--- config.mk ---
export PLATFORM = sky130hd
export DESIGN_NAME = inst_decode_queue_flat
export DESIGN_NICKNAME = d
export VERILOG_FILES = /design/src/rtl/mips_pkg.sv /design/src/rtl/inst_decode_queue_if.sv /design/src/rtl/inst_field_split.sv /design/src/rtl/inst_decode_queue.sv /design/src/flat_wrapper.sv
export SDC_FILE = /design/constraint.sdc
export NUM_CORES = 1
export LEC_CHECK = 0
export BUFFER_PORTS_ARGS = -buffer_cell sky130_fd_sc_hd__buf_2
export CORE_ASPECT_RATIO = 0.6
export CORE_MARGIN = 2
export CORE_UTILIZATION = 40
export DETAILED_ROUTE_END_ITERATION = 7
export PLACE_DENSITY = 0.74
export SETUP_SLACK_MARGIN = 0.02
export SKIP_LAST_GASP = 1
export SYNTH_ARGS = -nofsm -noshare
export SYNTH_HDL_FRONTEND = slang
export SYNTH_SLANG_ARGS = --single-unit
--- constraint.sdc ---
create_clock -name clk -period 3.5 [get_ports clk]
set_input_delay 0.525 -clock clk [delete_from_list [all_inputs] [get_ports clk]]
set_output_delay 0.525 -clock clk [all_outputs]
set_load 0.02 [all_outputs]
--- src/rtl/mips_pkg.sv ---
// Shared MIPS definitions: opcode encodings, instruction field widths, the
// decoded-field record, and the immediate-extension rule.
package mips_pkg;

  localparam int INST_W   = 32;
  localparam int OP_W     = 6;
  localparam int REG_W    = 5;
  localparam int SHAMT_W  = 5;
  localparam int FUNC_W   = 6;
  localparam int IMM_W    = 16;
  localparam int TARGET_W = 26;

  localparam logic [OP_W-1:0] OP_J    = 6'h02;
  localparam logic [OP_W-1:0] OP_JAL  = 6'h03;
  localparam logic [OP_W-1:0] OP_ANDI = 6'h0C;
  localparam logic [OP_W-1:0] OP_ORI  = 6'h0D;
  localparam logic [OP_W-1:0] OP_XORI = 6'h0E;
  localparam logic [OP_W-1:0] OP_LUI  = 6'h0F;

  typedef struct packed {
    logic [OP_W-1:0]     op;
    logic [REG_W-1:0]    rs;
    logic [REG_W-1:0]    rt;
    logic [REG_W-1:0]    rd;
    logic [SHAMT_W-1:0]  shamt;
    logic [FUNC_W-1:0]   func;
    logic [IMM_W-1:0]    imm16;
    logic [INST_W-1:0]   imm_ext;
    logic [TARGET_W-1:0] target;
  } inst_fields_t;

  // Logical immediates zero-extend, lui shifts into the upper half, the rest sign-extend.
  function automatic logic [INST_W-1:0] extend_imm(input logic [OP_W-1:0] op,
                                                   input logic [IMM_W-1:0] imm);
    case (op)
      OP_ANDI, OP_ORI, OP_XORI: extend_imm = {16'h0000, imm};
      OP_LUI:                   extend_imm = {imm, 16'h0000};
      default:                  extend_imm = {{16{imm[15]}}, imm};
    endcase
  endfunction

  function automatic logic is_jump(input logic [OP_W-1:0] op);
    is_jump = (op == OP_J) || (op == OP_JAL);
  endfunction

endpackage

--- src/rtl/inst_decode_queue_if.sv ---
// Fetch-side and decode-side handshake bundle of the instruction queue.
// master drives fetch data and decode ready; slave is the queue itself.
interface inst_decode_queue_if #(parameter int PC_W = 32);

  logic            in_valid;
  logic            in_ready;
  logic [31:0]     in_inst;
  logic [PC_W-1:0] in_pc;

  logic            out_valid;
  logic            out_ready;
  logic [5:0]      out_op;
  logic [4:0]      out_rs;
  logic [4:0]      out_rt;
  logic [4:0]      out_rd;
  logic [4:0]      out_shamt;
  logic [5:0]      out_func;
  logic [15:0]     out_imm16;
  logic [31:0]     out_imm_ext;
  logic [25:0]     out_target;
  logic [PC_W-1:0] out_jaddr;
  logic [PC_W-1:0] out_pc;

  modport master (
    output in_valid, in_inst, in_pc, out_ready,
    input  in_ready, out_valid, out_op, out_rs, out_rt, out_rd, out_shamt,
           out_func, out_imm16, out_imm_ext, out_target, out_jaddr, out_pc
  );

  modport slave (
    input  in_valid, in_inst, in_pc, out_ready,
    output in_ready, out_valid, out_op, out_rs, out_rt, out_rd, out_shamt,
           out_func, out_imm16, out_imm_ext, out_target, out_jaddr, out_pc
  );

endinterface

--- src/rtl/inst_field_split.sv ---
// Purely combinational split of a MIPS instruction word into its fields,
// including the opcode-dependent immediate extension.
module inst_field_split
  import mips_pkg::*;
(
  input  logic [INST_W-1:0] inst,
  output inst_fields_t      fields
);

  // NOTE: every combinational output gets a value on every path, so no latch can form.
  always_comb begin
    fields.op      = inst[31:26];
    fields.rs      = inst[25:21];
    fields.rt      = inst[20:16];
    fields.rd      = inst[15:11];
    fields.shamt   = inst[10:6];
    fields.func    = inst[5:0];
    fields.imm16   = inst[15:0];
    fields.target  = inst[25:0];
    fields.imm_ext = extend_imm(inst[31:26], inst[15:0]);
  end

endmodule

--- src/rtl/inst_decode_queue.sv ---
// Fetch-to-decode instruction FIFO with first-word fall-through: the head entry
// is presented already split into fields, with extended immediate and jump address.
module inst_decode_queue
  import mips_pkg::*;
#(
  parameter int DEPTH = 4,
  parameter int PC_W  = 32,
  localparam int PTR_W = $clog2(DEPTH),
  localparam int CNT_W = PTR_W + 1
) (
  input  logic             clk,
  input  logic             rst,
  input  logic             flush,
  inst_decode_queue_if.slave bus,
  output logic [CNT_W-1:0] count
);

  logic [INST_W-1:0] inst_mem [DEPTH];
  logic [PC_W-1:0]   pc_mem   [DEPTH];
  logic [PTR_W-1:0]  wr_ptr;
  logic [PTR_W-1:0]  rd_ptr;

  logic              push;
  logic              pop;
  logic [INST_W-1:0] head_inst;
  logic [PC_W-1:0]   head_pc;
  logic [PC_W-1:0]   pc4;
  logic [PC_W-1:0]   jaddr;
  inst_fields_t      fields;

  // Handshake flags come from the registered count only.
  assign bus.in_ready  = (count < CNT_W'(DEPTH));
  assign bus.out_valid = (count != '0);
  assign push = bus.in_valid  && bus.in_ready;
  assign pop  = bus.out_valid && bus.out_ready;

  // NOTE: sequential state uses non-blocking assignments so every register samples pre-edge values.
  always_ff @(posedge clk or posedge rst) begin
    if (rst) begin
      wr_ptr <= '0;
      rd_ptr <= '0;
      count  <= '0;
    end else if (flush) begin
      wr_ptr <= '0;
      rd_ptr <= '0;
      count  <= '0;
    end else begin
      if (push) wr_ptr <= wr_ptr + 1'b1;
      if (pop)  rd_ptr <= rd_ptr + 1'b1;
      case ({push, pop})
        2'b10:   count <= count + 1'b1;
        2'b01:   count <= count - 1'b1;
        default: count <= count;
      endcase
    end
  end

  // NOTE: storage is deliberately not reset; count gates every read, so stale words are never visible.
  always_ff @(posedge clk) begin
    if (push && !flush) begin
      inst_mem[wr_ptr] <= bus.in_inst;
      pc_mem[wr_ptr]   <= bus.in_pc;
    end
  end

  assign head_inst = bus.out_valid ? inst_mem[rd_ptr] : '0;
  assign head_pc   = bus.out_valid ? pc_mem[rd_ptr]   : '0;

  inst_field_split u_split (
    .inst   (head_inst),
    .fields (fields)
  );

  // Jump keeps the region bits of pc+4 above bit 27 and replaces the rest.
  always_comb begin
    pc4         = head_pc + PC_W'(4);
    jaddr       = pc4;
    jaddr[27:0] = {fields.target, 2'b00};
  end

  assign bus.out_op      = fields.op;
  assign bus.out_rs      = fields.rs;
  assign bus.out_rt      = fields.rt;
  assign bus.out_rd      = fields.rd;
  assign bus.out_shamt   = fields.shamt;
  assign bus.out_func    = fields.func;
  assign bus.out_imm16   = fields.imm16;
  assign bus.out_imm_ext = fields.imm_ext;
  assign bus.out_target  = fields.target;
  assign bus.out_pc      = head_pc;
  assign bus.out_jaddr   = bus.out_valid ? jaddr : '0;

endmodule

--- src/flat_wrapper.sv ---
// flat-port wrapper written by rule: the top's interface ports become plain ports
module inst_decode_queue_flat import mips_pkg::*;
#(
  parameter int DEPTH = 4,
  parameter int PC_W  = 32,
  localparam int PTR_W = $clog2(DEPTH),
  localparam int CNT_W = PTR_W + 1
)
  (clk, rst, flush, count, bus_in_valid, bus_in_inst, bus_in_pc, bus_out_ready, bus_in_ready, bus_out_valid, bus_out_op, bus_out_rs, bus_out_rt, bus_out_rd, bus_out_shamt, bus_out_func, bus_out_imm16, bus_out_imm_ext, bus_out_target, bus_out_jaddr, bus_out_pc);
  inst_decode_queue_if #(.PC_W(PC_W)) bus_i ();
  input  logic clk;
  input  logic rst;
  input  logic flush;
  output logic [CNT_W-1:0] count;
  input wire logic [$bits(bus_i.in_valid)-1:0] bus_in_valid;
  input wire logic [$bits(bus_i.in_inst)-1:0] bus_in_inst;
  input wire logic [$bits(bus_i.in_pc)-1:0] bus_in_pc;
  input wire logic [$bits(bus_i.out_ready)-1:0] bus_out_ready;
  output wire logic [$bits(bus_i.in_ready)-1:0] bus_in_ready;
  output wire logic [$bits(bus_i.out_valid)-1:0] bus_out_valid;
  output wire logic [$bits(bus_i.out_op)-1:0] bus_out_op;
  output wire logic [$bits(bus_i.out_rs)-1:0] bus_out_rs;
  output wire logic [$bits(bus_i.out_rt)-1:0] bus_out_rt;
  output wire logic [$bits(bus_i.out_rd)-1:0] bus_out_rd;
  output wire logic [$bits(bus_i.out_shamt)-1:0] bus_out_shamt;
  output wire logic [$bits(bus_i.out_func)-1:0] bus_out_func;
  output wire logic [$bits(bus_i.out_imm16)-1:0] bus_out_imm16;
  output wire logic [$bits(bus_i.out_imm_ext)-1:0] bus_out_imm_ext;
  output wire logic [$bits(bus_i.out_target)-1:0] bus_out_target;
  output wire logic [$bits(bus_i.out_jaddr)-1:0] bus_out_jaddr;
  output wire logic [$bits(bus_i.out_pc)-1:0] bus_out_pc;
  assign bus_i.in_valid = bus_in_valid;
  assign bus_i.in_inst = bus_in_inst;
  assign bus_i.in_pc = bus_in_pc;
  assign bus_i.out_ready = bus_out_ready;
  assign bus_in_ready = bus_i.in_ready;
  assign bus_out_valid = bus_i.out_valid;
  assign bus_out_op = bus_i.out_op;
  assign bus_out_rs = bus_i.out_rs;
  assign bus_out_rt = bus_i.out_rt;
  assign bus_out_rd = bus_i.out_rd;
  assign bus_out_shamt = bus_i.out_shamt;
  assign bus_out_func = bus_i.out_func;
  assign bus_out_imm16 = bus_i.out_imm16;
  assign bus_out_imm_ext = bus_i.out_imm_ext;
  assign bus_out_target = bus_i.out_target;
  assign bus_out_jaddr = bus_i.out_jaddr;
  assign bus_out_pc = bus_i.out_pc;
  inst_decode_queue #(.DEPTH(DEPTH), .PC_W(PC_W)) u_core (.clk(clk), .rst(rst), .flush(flush), .bus(bus_i), .count(count));
endmodule
==> flow_metrics.env <==
export IMPL_status="finished with violations"
export IMPL_violations="negative setup slack"
export IMPL_fmax_mhz=285
export IMPL_critPathLaunchType="register"
export IMPL_fillCellCount=2285
export IMPL_multi_input_area_um2=2680
export IMPL_skew_ns=0.0115
export IMPL_synthAdderAreaFrac_pct=0.624
export IMPL_critical_path_class="register to primary output"
export IMPL_fin_hold_ws_ns=0.199
export IMPL_crit_path_top_delay_cell="dfrtp_4"
export IMPL_drive_gt1_share_pct=44.5
export IMPL_antenna_found_initial=4
export IMPL_worst_path_largest_cell_delay_ns=0.56
export IMPL_cellInternalPower_uw=7300
export IMPL_setup_violations=1
export IMPL_ys_flop_type="edfxtp_1"
export IMPL_seqPwrFrac_pct=31.2
export IMPL_clkSinkCount=263
export IMPL_first_pass_iters=4
export IMPL_antenna_left=0
export IMPL_tightestPinTransition_ns=0.551
export IMPL_die_h_um=134
export IMPL_vias_per_cell=5.00
export IMPL_core_area_um2=27600
export IMPL_syn_area_um2=11200
export IMPL_hold_viol=0
export IMPL_hold_path_class="input port to register"
export IMPL_cp_max_fo=13
export IMPL_ir_worst_vdd_mv=0.739
export IMPL_p_clk_share_pct=22.7
export IMPL_synth_xor_area_share_pct=0.312
export IMPL_clk_pin_slew_ns=0.06
export IMPL_synth_area_mux_share_pct=14.4
export IMPL_maxSlewHeadroom_pct=63.3
export IMPL_row_count=47
export IMPL_routed_wl_um=25300
export IMPL_worstPathRequired_ns=2.97
export IMPL_cts_buffer_depth=3
export IMPL_grt_usage_pct=17.1
export IMPL_ys_seq_area_share_pct=70.0
export IMPL_cts_tree="yes"
export IMPL_p_leak_uw=0.00527
export IMPL_async_flop_share_pct=2.66
export IMPL_post_route_min_period_ns=3.51
export IMPL_synth_top_family_by_area="multiplexers"
export IMPL_nNetsFinal=898
export IMPL_end_kind="primary output"
export IMPL_die_area_um2=29500
export IMPL_ioPinCount=244
export IMPL_rsz0062_at_grt="true"
export IMPL_synth_compound_area_share_pct=1.16
export IMPL_die_w_um=220
export IMPL_p_switching_uw=4780
export IMPL_insertion_delay_ns=0.54
export IMPL_fin_crit_sh_pct=100
export IMPL_finalWorstSetupSlack_ns=-0.00559
export IMPL_drv_cap=0
export IMPL_timing_critical_path_buf_inv=2
export IMPL_drv_slew=0
export IMPL_drt_iter0_markers=371
export IMPL_path_cells="buf_12, mux4_1, and4_1, nand3_4, nor4_4, mux2_4, buf_6"
export IMPL_clk_root_buffer_cell="clkbuf_16"
export IMPL_grt_pass1_wl_um=37400
export IMPL_netlist_instances=616
export IMPL_io_buffers=241
export IMPL_synth_seq_cells=263
export IMPL_grt_pass1_vias=6110
export IMPL_wl_per_cell_um=20.8
export IMPL_critical_path_top_delay_family="simple AND/OR/NAND/NOR gates"
export IMPL_power_frac_comb_pct=46.1
export IMPL_synth_cell_types=42
export IMPL_avgSynthCellArea_um2=18.2
export IMPL_final_util_pct=49.3
export IMPL_syn_to_final_growth_pct=21.2
export IMPL_grt_overflow_total=0
export IMPL_swShare_pct=39.6
export IMPL_yosysWarningCount=0
export IMPL_post_route_drc_count=0
export IMPL_htreeDepth=1
export IMPL_grt_max_degree=36
export IMPL_start_util_pct=40.7
export IMPL_routabilityCongestion=0.700
export IMPL_crit_arrival_ns=2.98
export IMPL_power_density_nw_per_um2=888
export IMPL_seq_area_um2=7870
export IMPL_synth_edff_count=256
export IMPL_vias=6081
export IMPL_cts_made_buffers=27
export IMPL_synth_simple_area_share_pct=6.39
export IMPL_detailed_place_hpwl_um=16200
metal layers:
| metal | wire length (um) | vias up | GRT usage, % |
|---|---|---|---|
| met5 | 13 | - | 0 |
| met4 | 381 | 2 | 2.76 |
| met3 | 1800 | 31 | 5.02 |
| met2 | 11900 | 203 | 26.9 |
| met1 | 11200 | 3105 | 24.1 |
| li1 | - | 2740 | - |
layout make-up:
class	count	area share [%]
Multi-Input combinational cell	234	19.7
Clock buffer	31	5.08
Tap cell	367	3.38
Antenna cell	5	0.0920
Inverter	22	0.607
Clock inverter	17	1.06
Sequential cell	263	57.8
Timing Repair Buffer	276	12.3
cell families (layout without fill, tap and decap cells):
group / count (synthesis) / count (layout)
DFF: 263 / 263
and+or+nand+nor: 133 / 133
buffers and inverters: 120 / 346
muxes: 69 / 69
AOI/OAI and AO/OA: 21 / 21
adders and majority gates: 5 / 5
xor gates and xnor gates: 4 / 4
other: 1 / 7
through the flow:
stage | power [uW] | setup slack [ns] | setup TNS (ns) | cell area, um2 | std cells
final | 12100 | -0.00559 | -0.00559 | 13600 | 1215
after global routing | 12700 | -0.106 | -2.19 | 13600 | 1210
after CTS | 12200 | 0.00876 | 0 | 13600 | 1207
after detailed placement | 9040 | 0.183 | 0 | 12400 | 1144
after global placement | 9000 | 0.186 | 0 | 12400 | 1144
after floorplan | 7870 | 0.469 | 0 | 11200 | 617
placed cells by master, fill, tap and decap left out, types with 2 or more instances in the layout:
cell type,instances
and2_1,49
and2_4,4
and4_4,2
buf_12,8
buf_2,238
buf_4,18
buf_6,7
buf_8,2
bufbuf_16,2
bufinv_16,2
clkbuf_1,4
clkbuf_16,27
clkinv_1,8
clkinv_2,2
clkinvlp_4,2
conb_1,2
dfrtp_1,5
dfrtp_4,2
diode_2,5
edfxtp_1,256
ha_1,4
inv_1,21
mux2_4,4
mux4_1,24
mux4_2,40
nand2_1,24
nand3_1,2
nand4_1,4
nand4b_1,2
nor2_1,29
nor2b_1,2
nor3_1,2
nor4_4,3
o21ai_0,15
o22ai_2,2
xnor2_1,2
xor2_1,2
synthesized netlist by cell type, types with 3 or more instances:
cell type | count | area share [%]
edfxtp_1 | 256 | 68
buf_4 | 72 | 4.8
and2_1 | 53 | 3.0
mux4_1 | 32 | 7.5
mux4_2 | 32 | 6.4
nor2_1 | 29 | 0.97
nand2_1 | 25 | 0.84
inv_1 | 22 | 0.74
o21ai_0 | 15 | 0.67
buf_2 | 9 | 0.40
clkbuf_1 | 9 | 0.30
dfrtp_1 | 7 | 1.6
and4_1 | 4 | 0.31
ha_1 | 4 | 0.45
nand4_1 | 4 | 0.22
nor4_1 | 4 | 0.22
buf_1 | 3 | 0.10
buf_12 | 3 | 0.54
mux2_1 | 3 | 0.30
nand3_1 | 3 | 0.13
state kept, by name, summed over array words and instances, names as in the netlist:
| register | flops |
|---|---|
| u_core.inst_mem | 128 |
| u_core.pc_mem | 128 |
| u_core.count | 3 |
| u_core.rd_ptr | 2 |
| u_core.wr_ptr | 2 |
power groups by stage:
stage	sequential, uW	combinational (uW)	clock (uW)
after floorplan	3810	4060	0
after global placement	3860	5150	0
after detailed placement	3860	5180	0
after CTS	3760	5600	2800
after global routing	3780	5950	2930
final	3760	5570	2750
repair_timing:
item                                    CTS  global route
setup buffers                            12             3
hold buffers                              1             0
endpoints found under the setup margin   36            36
hold endpoints to repair                  7             0
gates resized for setup                  43             2
gates cloned                              2             0
pin swaps                                 9             3
worst paths after layout:
check,depth (start not counted),slack [ns],start,end
setup / recovery,7,-0.006,u_core.rd_ptr[0],bus_out_jaddr[29]
hold / removal,1,0.20,bus_in_pc[20],u_core.pc_mem[3][20]
setup reg to reg,10,0.93,u_core.count[1],u_core.count[2]
hold reg to reg,2,0.61,u_core.wr_ptr[0],u_core.wr_ptr[0]
max in group asynchronous,3,2.79,rst,u_core.rd_ptr[1]
min in group asynchronous,3,0.46,rst,u_core.wr_ptr[0]
(Power assumes the default switching activity.)
